`src/rtl/vga_timing_pkg.sv`:
```
// Shared timing constants and lock-state encoding for the VGA sync receive path.
package vga_timing_pkg;

    localparam int unsigned CNT_W = 11;
    localparam logic [CNT_W-1:0] CNT_MAX = '1;
    localparam logic [CNT_W-1:0] CNT_PRE = CNT_MAX - 1'b1;

    localparam int unsigned H_ACTIVE_START_DEF = 145;
    localparam int unsigned H_ACTIVE_DEF       = 640;
    localparam int unsigned V_ACTIVE_START_DEF = 34;
    localparam int unsigned V_ACTIVE_DEF       = 480;
    localparam int unsigned LOCK_FRAMES_DEF    = 2;

    typedef enum logic [1:0] {
        SEARCH,
        VERIFY,
        LOCKED
    } lock_state_t;

endpackage

```
`src/rtl/vga_sync_edge.sv`:
```
// Strobe-gated sample register with falling-edge detect for an active-low sync input.
module vga_sync_edge (
    input  logic i_clk,
    input  logic i_rst,
    input  logic i_en,
    input  logic i_sync,
    output logic o_fall
);

    logic r_prev;

    always_ff @(posedge i_clk or posedge i_rst) begin
        if (i_rst) begin
            r_prev <= 1'b1;
        end else if (i_en) begin
            r_prev <= i_sync;
        end
    end

    // Combinational so counters can react on the same strobe that sees the edge.
    assign o_fall = i_en & r_prev & ~i_sync;

endmodule

```
`src/rtl/vga_sync_decoder.sv`:
```
// Recovers pixel coordinates, frame timing and lock status from an active-low hsync/vsync pair.
module vga_sync_decoder
    import vga_timing_pkg::*;
#(
    parameter int unsigned H_ACTIVE_START = H_ACTIVE_START_DEF,
    parameter int unsigned H_ACTIVE       = H_ACTIVE_DEF,
    parameter int unsigned V_ACTIVE_START = V_ACTIVE_START_DEF,
    parameter int unsigned V_ACTIVE       = V_ACTIVE_DEF,
    parameter int unsigned LOCK_FRAMES    = LOCK_FRAMES_DEF
) (
    input  logic        real100clock,
    input  logic        reset,
    input  logic        pixelEnable,
    input  logic        hsync,
    input  logic        vsync,
    output logic [9:0]  xPixel,
    output logic [8:0]  yPixel,
    output logic        pixelValid,
    output logic        frameStart,
    output logic        locked,
    output logic [10:0] lineLength,
    output logic [10:0] frameLines,
    output logic        timingError
);

    localparam logic [CNT_W-1:0] H_LO = CNT_W'(H_ACTIVE_START);
    localparam logic [CNT_W-1:0] H_HI = CNT_W'(H_ACTIVE_START + H_ACTIVE);
    localparam logic [CNT_W-1:0] V_LO = CNT_W'(V_ACTIVE_START);
    localparam logic [CNT_W-1:0] V_HI = CNT_W'(V_ACTIVE_START + V_ACTIVE);

    localparam int unsigned MATCH_W = $clog2(LOCK_FRAMES + 1);
    localparam logic [MATCH_W-1:0] MATCH_ONE    = MATCH_W'(1);
    localparam logic [MATCH_W-1:0] MATCH_TARGET = MATCH_W'(LOCK_FRAMES);

    logic w_hFall;
    logic w_vFall;

    vga_sync_edge u_hsync_edge (
        .i_clk  (real100clock),
        .i_rst  (reset),
        .i_en   (pixelEnable),
        .i_sync (hsync),
        .o_fall (w_hFall)
    );

    vga_sync_edge u_vsync_edge (
        .i_clk  (real100clock),
        .i_rst  (reset),
        .i_en   (pixelEnable),
        .i_sync (vsync),
        .o_fall (w_vFall)
    );

    lock_state_t        r_state;
    lock_state_t        w_stateNext;
    logic [CNT_W-1:0]   r_hCount;
    logic [CNT_W-1:0]   r_vCount;
    logic [CNT_W-1:0]   r_refLine;
    logic [CNT_W-1:0]   r_refFrame;
    logic               r_vArmed;
    logic [MATCH_W-1:0] r_matchCnt;

    logic [CNT_W-1:0]   w_hNext;
    logic [CNT_W-1:0]   w_vNext;
    logic [CNT_W-1:0]   w_lineMeas;
    logic [CNT_W-1:0]   w_frameMeas;
    logic [CNT_W-1:0]   w_refLineNext;
    logic [CNT_W-1:0]   w_refFrameNext;
    logic [MATCH_W-1:0] w_matchNext;
    logic [MATCH_W-1:0] w_matchInc;
    logic               w_armNext;
    logic               w_frameEvt;
    logic               w_hTimeout;
    logic               w_vTimeout;
    logic               w_fault;
    logic               w_inWindow;
    logic               w_validNext;

    always_comb begin
        w_lineMeas  = r_hCount + 1'b1;
        w_frameMeas = r_vCount + 1'b1;
        // A vsync edge on the same strobe as the hsync edge is consumed at once.
        w_frameEvt  = w_hFall & (r_vArmed | w_vFall);
        w_hTimeout  = pixelEnable & ~w_hFall & (r_hCount == CNT_PRE);
        w_vTimeout  = w_hFall & ~w_frameEvt & (r_vCount == CNT_PRE);

        w_hNext = r_hCount;
        if (w_hFall) begin
            w_hNext = '0;
        end else if (pixelEnable && (r_hCount != CNT_MAX)) begin
            w_hNext = r_hCount + 1'b1;
        end

        w_vNext = r_vCount;
        if (w_frameEvt) begin
            w_vNext = '0;
        end else if (w_hFall && (r_vCount != CNT_MAX)) begin
            w_vNext = r_vCount + 1'b1;
        end

        w_armNext = r_vArmed;
        if (w_frameEvt) begin
            w_armNext = 1'b0;
        end else if (w_vFall) begin
            w_armNext = 1'b1;
        end
    end

    assign w_matchInc = r_matchCnt + 1'b1;

    always_comb begin
        w_stateNext    = r_state;
        w_matchNext    = r_matchCnt;
        w_refLineNext  = r_refLine;
        w_refFrameNext = r_refFrame;
        w_fault        = 1'b0;

        case (r_state)
            SEARCH: begin
                if (w_frameEvt) begin
                    w_stateNext    = VERIFY;
                    w_matchNext    = MATCH_ONE;
                    w_refLineNext  = w_lineMeas;
                    w_refFrameNext = w_frameMeas;
                end
            end
            VERIFY: begin
                // The count is of consecutive agreeing frames, so a new run starts at one.
                if (w_frameEvt) begin
                    if ((w_lineMeas == r_refLine) && (w_frameMeas == r_refFrame)) begin
                        if (w_matchInc == MATCH_TARGET) begin
                            w_stateNext = LOCKED;
                        end
                        w_matchNext = w_matchInc;
                    end else begin
                        w_matchNext    = MATCH_ONE;
                        w_refLineNext  = w_lineMeas;
                        w_refFrameNext = w_frameMeas;
                    end
                end
            end
            LOCKED: begin
                if ((w_hFall && (w_lineMeas != r_refLine)) ||
                    (w_frameEvt && (w_frameMeas != r_refFrame))) begin
                    w_fault     = 1'b1;
                    w_stateNext = SEARCH;
                end
            end
            default: begin
                w_stateNext = SEARCH;
            end
        endcase

        if (w_hTimeout || w_vTimeout) begin
            w_fault     = 1'b1;
            w_stateNext = SEARCH;
        end
    end

    always_comb begin
        w_inWindow  = (w_hNext >= H_LO) && (w_hNext < H_HI) &&
                      (w_vNext >= V_LO) && (w_vNext < V_HI);
        w_validNext = (w_stateNext == LOCKED) && w_inWindow;
    end

    always_ff @(posedge real100clock or posedge reset) begin
        if (reset) begin
            r_state     <= SEARCH;
            r_hCount    <= '0;
            r_vCount    <= '0;
            r_refLine   <= '0;
            r_refFrame  <= '0;
            r_vArmed    <= 1'b0;
            r_matchCnt  <= '0;
            xPixel      <= '0;
            yPixel      <= '0;
            pixelValid  <= 1'b0;
            frameStart  <= 1'b0;
            locked      <= 1'b0;
            lineLength  <= '0;
            frameLines  <= '0;
            timingError <= 1'b0;
        end else begin
            r_state     <= w_stateNext;
            r_hCount    <= w_hNext;
            r_vCount    <= w_vNext;
            r_refLine   <= w_refLineNext;
            r_refFrame  <= w_refFrameNext;
            r_vArmed    <= w_armNext;
            r_matchCnt  <= w_matchNext;
            frameStart  <= w_frameEvt;
            timingError <= w_fault;
            locked      <= (w_stateNext == LOCKED);
            pixelValid  <= w_validNext;
            if (w_hFall) begin
                lineLength <= w_lineMeas;
            end
            if (w_frameEvt) begin
                frameLines <= w_frameMeas;
            end
            if (w_validNext) begin
                xPixel <= 10'(w_hNext - H_LO);
                yPixel <= 9'(w_vNext - V_LO);
            end
        end
    end

endmodule

```
`config.mk`:
```
export PLATFORM = sky130hd
export DESIGN_NAME = vga_sync_decoder
export DESIGN_NICKNAME = d
export VERILOG_FILES = /design/src/rtl/vga_timing_pkg.sv /design/src/rtl/vga_sync_edge.sv /design/src/rtl/vga_sync_decoder.sv
export SDC_FILE = /design/constraint.sdc
export NUM_CORES = 1
export LEC_CHECK = 0
export ABC_AREA = 1
export CORE_MARGIN = 5
export CORE_UTILIZATION = 49
export CTS_CLUSTER_SIZE = 16
export DETAILED_ROUTE_END_ITERATION = 8
export GPL_TIMING_DRIVEN = 0
export PLACE_DENSITY = 0.72
export REMOVE_ABC_BUFFERS = 1
export SLEW_MARGIN = 20
export SYNTH_ARGS = -nofsm -noshare
export SYNTH_HDL_FRONTEND = slang
export SYNTH_SLANG_ARGS = --single-unit
```
`constraint.sdc`:
```
create_clock -name real100clock -period 2.7 [get_ports real100clock]
set_input_delay 0.27 -clock real100clock [delete_from_list [all_inputs] [get_ports real100clock]]
set_output_delay 0.27 -clock real100clock [all_outputs]
set_load 0.05 [all_outputs]
```
==> reports/metrics.cfg, run 1 <==
[routing]
first_pass_iters=7
antenna_left=0
drt_iter0_markers=451
vias=5290
remaining_drc_errors=0
viasPerCell=5.42
detail_route.wl_per_cell_um=16.0
drt-total-wl_um=15600

[placement]
dpl-instance-area_um2=6000
port_buffers=49
globalplace.congestion=0.893
hpwl_um=9070

[timing]
final.setup_skew_ns=0.0115
finalCriticalPeriod_ns=2.74
max_slew_margin_pct=48.7
final-hold-violation-count=0
holdWs_ns=0.202
fin_ws_ns=-0.0447
maxSlewViolCount=0
rsz0062_at_grt=yes
worstMarginPinSlew_ns=0.764
fin_crit_sh_pct=102
max_freq_mhz=364
finalSetupViolCount=15

[die]
core-area_um2=10800
die_area_um2=13200
start_util_pct=49.8
rows=38
chipWidth_um=115
die_h_um=115
num_io_pins=50

[yosys]
synth_edf_count=0
syn-cell-area_um2=5400
ys.flop_type=dfrtp_1
synth_top_area_share_pct=43.5
synth_top_cell_by_area=dfrtp_1
ys_top_cells_by_count=nand2_1, dfrtp_1, inv_1, nand3_1, nor2_1
ys_ff_latch=96
ys_warn_count=0
synth.area.top_cells=dfrtp_1, nand2_1, nand3_1
async_flop_share_pct=100
synth_cell_types=40
synthCells=725
synth_seq_area_share_pct=44.5
avgSynthCellArea_um2=7.45
synth.most_common_cell=nand2_1

[cells_and_area]
syn2layout_area_growth_pct=32.2
final_nets=844
fin_area_um2=7140
fillers=877
layout-drive-gt1-share_pct=22.5
n_antenna_cell=0

[clock_tree]
hold_buffers=0
clkSinkCount=96
root_buffer=clkbuf_8
cts_htree_levels=3
cts_tree=done
insertion_delay_ns=0.38
clock_path_buffers=2
clk_pin_slew_ns=0.09
numCtsBuffers=9

[power_and_ir_drop]
p_leak_nw=3.55
vdd_ir_drop_max_mv=0.471
powerDensity_nw_per_um2=827

[critical_path]
crit_chain=ha_4 -> nand2_4 -> nor2_4 -> nand3_4 -> nand2_8 -> inv_8 -> nor2_4 -> nor2_2 -> nand2_2 -> ha_4 -> nand3_4 -> nor2_4 -> nand2_2 -> a21oi_2 -> nand2_2 -> nor2_4 -> buf_12 -> buf_6 -> nand3_1 -> nand2_1
crit_fanout=9
start_kind=flop
end_kind=flop
critPathRequiredTime_ns=3.03
critPathSlowestCell=dfrtp_2
crit_family=simple AND/OR/NAND/NOR gates
timing.setup.critical_path_class=reg -> reg
slowest_delay_ns=0.44
cp_num_buf_inv=3
path_common_cell=nor2_4
arrival_ns=3.07

[grt]
grt_pass1_vias=5031
grtUsageTotal_pct=22.4
grt_max_degree=73
antenna_found_initial=0
grt_pass1_wl_um=23900
grt-ovfl-total=0

[run_status]
status=finished with violations
violations=negative setup slack

[min_path]
min_path_type=in -> async

[job]
drv_cap=0

## report_power, final
part / internal [W] / switching, W
logic: 0.00107 / 0.00188
clock network: 0.000338 / 0.000535
registers: 0.00179 / 0.000300
## routing by layer
metal | vias to the layer above | global-route usage [%] | wire length [um]
met5 | - | 0 | 0
met4 | 0 | 10.7 | 421
met3 | 35 | 3.95 | 1020
met2 | 234 | 36.8 | 7810
met1 | 2500 | 28.8 | 6390
li1 | 2521 | - | -
## cell usage in the layout, fill, tap and decap left out, types with 4 or more instances in the layout
master,count
buf_6,7
dfrtp_1,90
nor2_1,48
dfrtp_2,4
nand3_4,5
nand4_1,6
o21ai_0,46
nand2_2,18
clkbuf_8,9
buf_4,44
nand3b_1,8
clkdlybuf4s50_1,48
inv_2,4
a21oi_1,9
xor2_1,7
nand2_1,239
nand2_8,5
inv_1,73
nand3_1,59
nor2_4,14
nand3_2,21
nor2_2,13
nand2_4,5
ha_4,5
## path summary, 6_finish.rpt
check | start | to | slack, ns | cells past startpoint
setup / recovery | r_vCount[0] | xPixel[5] | -0.04 | 20
hold / removal | reset | pixelValid | 0.20 | 2
setup reg to reg | r_vCount[0] | xPixel[5] | -0.04 | 20
hold reg to reg | yPixel[3] | yPixel[3] | 0.49 | 2
max in group asynchronous | reset | u_vsync_edge.r_prev | 1.83 | 3
min in group real100clock | pixelEnable | u_hsync_edge.r_prev | 0.30 | 3
## through the flow
stage          total power [W]  TNS [ns]  cells  setup WS, ns  util [%]
6_report               0.00590    -0.368    976       -0.0447      65.8
5_1_grt                0.00630     -2.13    976        -0.132      65.8
4_1_cts                0.00552  -0.00201    947      -0.00201      61.5
3_5_place_dp           0.00438    -51.28    896         -2.09      55.3
3_3_place_gp           0.00431   -205.90    894         -2.04      54.7
2_1_floorplan          0.00375    -17.83    705        -0.559         -
## repair_timing
item / 4_1_cts / 5_1_grt
gates resized for setup: 46 / 60
endpoints found under the setup margin: 43 / 43
gates cloned: 4 / 5
pin swaps: 14 / 42
buffers inserted: 31 / 24
## final cells by class
| type | instances | area, um^2 | area share [%] |
|---|---|---|---|
| Inverter | 83 | 344 | 4.82 |
| Multi-Input combinational cell | 533 | 2970 | 41.6 |
| Sequential cell | 96 | 2410 | 33.8 |
| Tap cell | 140 | 175 | 2.45 |
| Clock buffer | 10 | 128 | 1.79 |
| Clock inverter | 6 | 45.0 | 0.631 |
| Timing Repair Buffer | 108 | 1060 | 14.9 |
## flip-flops by register name, indices dropped and copies added (netlist names), 2 cells and up
name,flops
frameLines,11
lineLength,11
r_hCount,11
r_refFrame,11
r_refLine,11
r_vCount,11
xPixel,10
yPixel,9
r_matchCnt,2
r_state,2
## cells by family (layout without fill, tap and decap cells)
| logic type | Yosys count | after routing | share of synthesized area, % |
|---|---|---|---|
| adder cells (fa/ha/maj) | 8 | 8 | 1.85 |
| XOR/XNOR | 9 | 9 | 1.46 |
| flip-flops | 96 | 96 | 44.5 |
| AND/OR/NAND/NOR | 441 | 447 | 37.0 |
| AO/OA/AOI/OAI | 68 | 69 | 6.76 |
| buffers and inverters | 103 | 207 | 8.39 |
No activity file was read; power rests on OpenSTA's default activity.
==> run 2: changes to the inputs <==
Settings changed: CELL_PAD_IN_SITES_DETAIL_PLACEMENT from default to 0, CELL_PAD_IN_SITES_GLOBAL_PLACEMENT from default to 2, CORE_UTILIZATION 49 to 30, HOLD_SLACK_MARGIN from default to 0.03, PLACE_DENSITY 0.72 to 0.76.
==> run 2 against run 1 <==
Effect of this change: global-route usage shrank 6.3 points; the flow now finishes without violations; core utilization shrank 24 points; largest power group unchanged; register-to-register slack gained 0.08 ns; non-clock buffer count shrank 3; final cell count grew 8.7%; first-iteration DRC count shrank 39%.
==> reports/metrics.cfg, run 2 (synthesis gave the netlist of run 1 again) <==
[clock_tree]
insertion_delay_ns=0.36
clkSinkCount=96
clk_pin_slew_ns=0.07
root_buffer=clkbuf_16
cts_tree=done
clock_path_buffers=2
cts_htree_levels=3
numCtsBuffers=9
hold_buffers=0

[placement]
globalplace.congestion=0.829
port_buffers=49
hpwl_um=10300
dpl-instance-area_um2=6110

[timing]
worstMarginPinSlew_ns=0.784
final.setup_skew_ns=0.00947
final-hold-violation-count=0
fin_setup_tns_ns=0
holdWs_ns=0.263
finalCriticalPeriod_ns=2.66
max_slew_margin_pct=47.4
finalSetupViolCount=0
fin_crit_sh_pct=98.6
max_freq_mhz=376
maxSlewViolCount=0
rsz0062_at_grt=yes

[critical_path]
arrival_ns=2.96
slowest_delay_ns=0.45
cp_num_buf_inv=3
timing.setup.critical_path_class=reg -> reg
crit_chain=ha_4 -> nand2_4 -> nor2_4 -> nand3_4 -> nand2_8 -> buf_4 -> nand2_1 -> nand3_4 -> ha_4 -> nand3_2 -> nor2_4 -> nand2_2 -> a21oi_2 -> nand2_2 -> nor2_4 -> buf_12 -> buf_8 -> nand3_1 -> nand2_1
path_common_cell=nor2_4
critPathRequiredTime_ns=3.00
start_kind=flop
critPathSlowestCell=dfrtp_2
crit_fanout=6
crit_family=simple AND/OR/NAND/NOR gates
end_kind=flop

[cells_and_area]
multi_input_area_um2=3000
layout_common_cells=nand2_1, dfrtp_1, inv_1
n_antenna_cell=0
layout-drive-gt1-share_pct=22.6
seq_area_um2=2410
final_util_pct=41.6
syn2layout_area_growth_pct=37.3
fin_area_um2=7420
final_nets=840
fillers=1815
layout_commonest_cell=nand2_1

[job]
drv_cap=0

[die]
die_area_um2=20800
die_h_um=144
rows=49
chipWidth_um=144
core-area_um2=17800
start_util_pct=30.3
num_io_pins=50

[grt]
grt-ovfl-total=0
grtUsageTotal_pct=16.1
antenna_found_initial=0
grt_pass1_wl_um=26100
grt_pass1_vias=4966
grt_max_degree=66

[routing]
m1WireLength_um=7330
top_layer=met4
remaining_drc_errors=0
detail_route.wl_per_cell_um=15.3
drt-total-wl_um=16200
drt_iter0_markers=276
viasPerCell=4.73
first_pass_iters=6
wl_met2_um=8050
antenna_left=0
met3_length_um=587
vias=5016

[power_and_ir_drop]
p_comb_share_pct=46.1
clkPwrFrac_pct=21.0
p_leak_nw=3.62
vdd_ir_drop_max_mv=0.402
powerDensity_nw_per_um2=857
internal_power_w=0.00362
netSwitchingPower_w=0.00274
swShare_pct=43.1
seq_power_share_pct=32.9

[min_path]
min_path_type=in -> async

[run_status]
status=complete, no violations

[run 2: what timing repair did]
action                                  CTS  global route
gates cloned                              5             4
endpoints found under the setup margin   45            43
pin swaps                                18            34
gates resized for setup                  60            52
setup buffers                            31            20
[run 2: routing by layer]
metal | vias up | track usage, %
li1 | 2514 | -
met4 | 0 | 4.86
met5 | - | 0
met3 | 18 | 3.70
met1 | 2392 | 20.5
met2 | 92 | 27.3
[run 2: path summary, 6_finish.rpt]
path                       depth (start not counted)  slack (ns)        start                  end
max                                               19        0.04  r_vCount[0]            yPixel[0]
min                                                2        0.26        reset        lineLength[8]
max reg2reg                                       19        0.04  r_vCount[0]            yPixel[0]
min reg2reg                                        2        0.48    xPixel[1]            xPixel[1]
max in group asynchronous                          3        1.80        reset          r_hCount[3]
min in group real100clock                          3        0.32  pixelEnable  u_vsync_edge.r_prev
[run 2: stage by stage]
step | worst slack, ns | std cells | power [W]
floorplan | -0.559 | 705 | 0.00375
global placement | -2.16 | 983 | 0.00441
detailed placement | -2.22 | 985 | 0.00445
CTS | -0.0210 | 1037 | 0.00618
global route | -0.145 | 1061 | 0.00684
finish | 0.0377 | 1061 | 0.00635
[run 2: layout make-up]
type,instances,area share (%)
Tap cell,229,3.86
Sequential cell,96,32.5
Clock buffer,11,3.27
Inverter,83,4.54
Multi-Input combinational cell,532,40.4
Timing Repair Buffer,105,14.6
Clock inverter,5,0.759
[run 2: power groups by stage]
stage                     logic [W]  clock network [W]  registers (W)
after CTS                   0.00273            0.00137        0.00208
after global routing        0.00325            0.00145        0.00214
after global placement      0.00231                  0        0.00210
final                       0.00293            0.00134        0.00209
after detailed placement    0.00234                  0        0.00211
after floorplan             0.00130                  0        0.00244
==> run 3: changes to the inputs <==
Settings changed: CTS_CLUSTER_DIAMETER from default to 60.
==> results of run 3 <==
Final layout, timing and power as in run 2 (identical DEF).
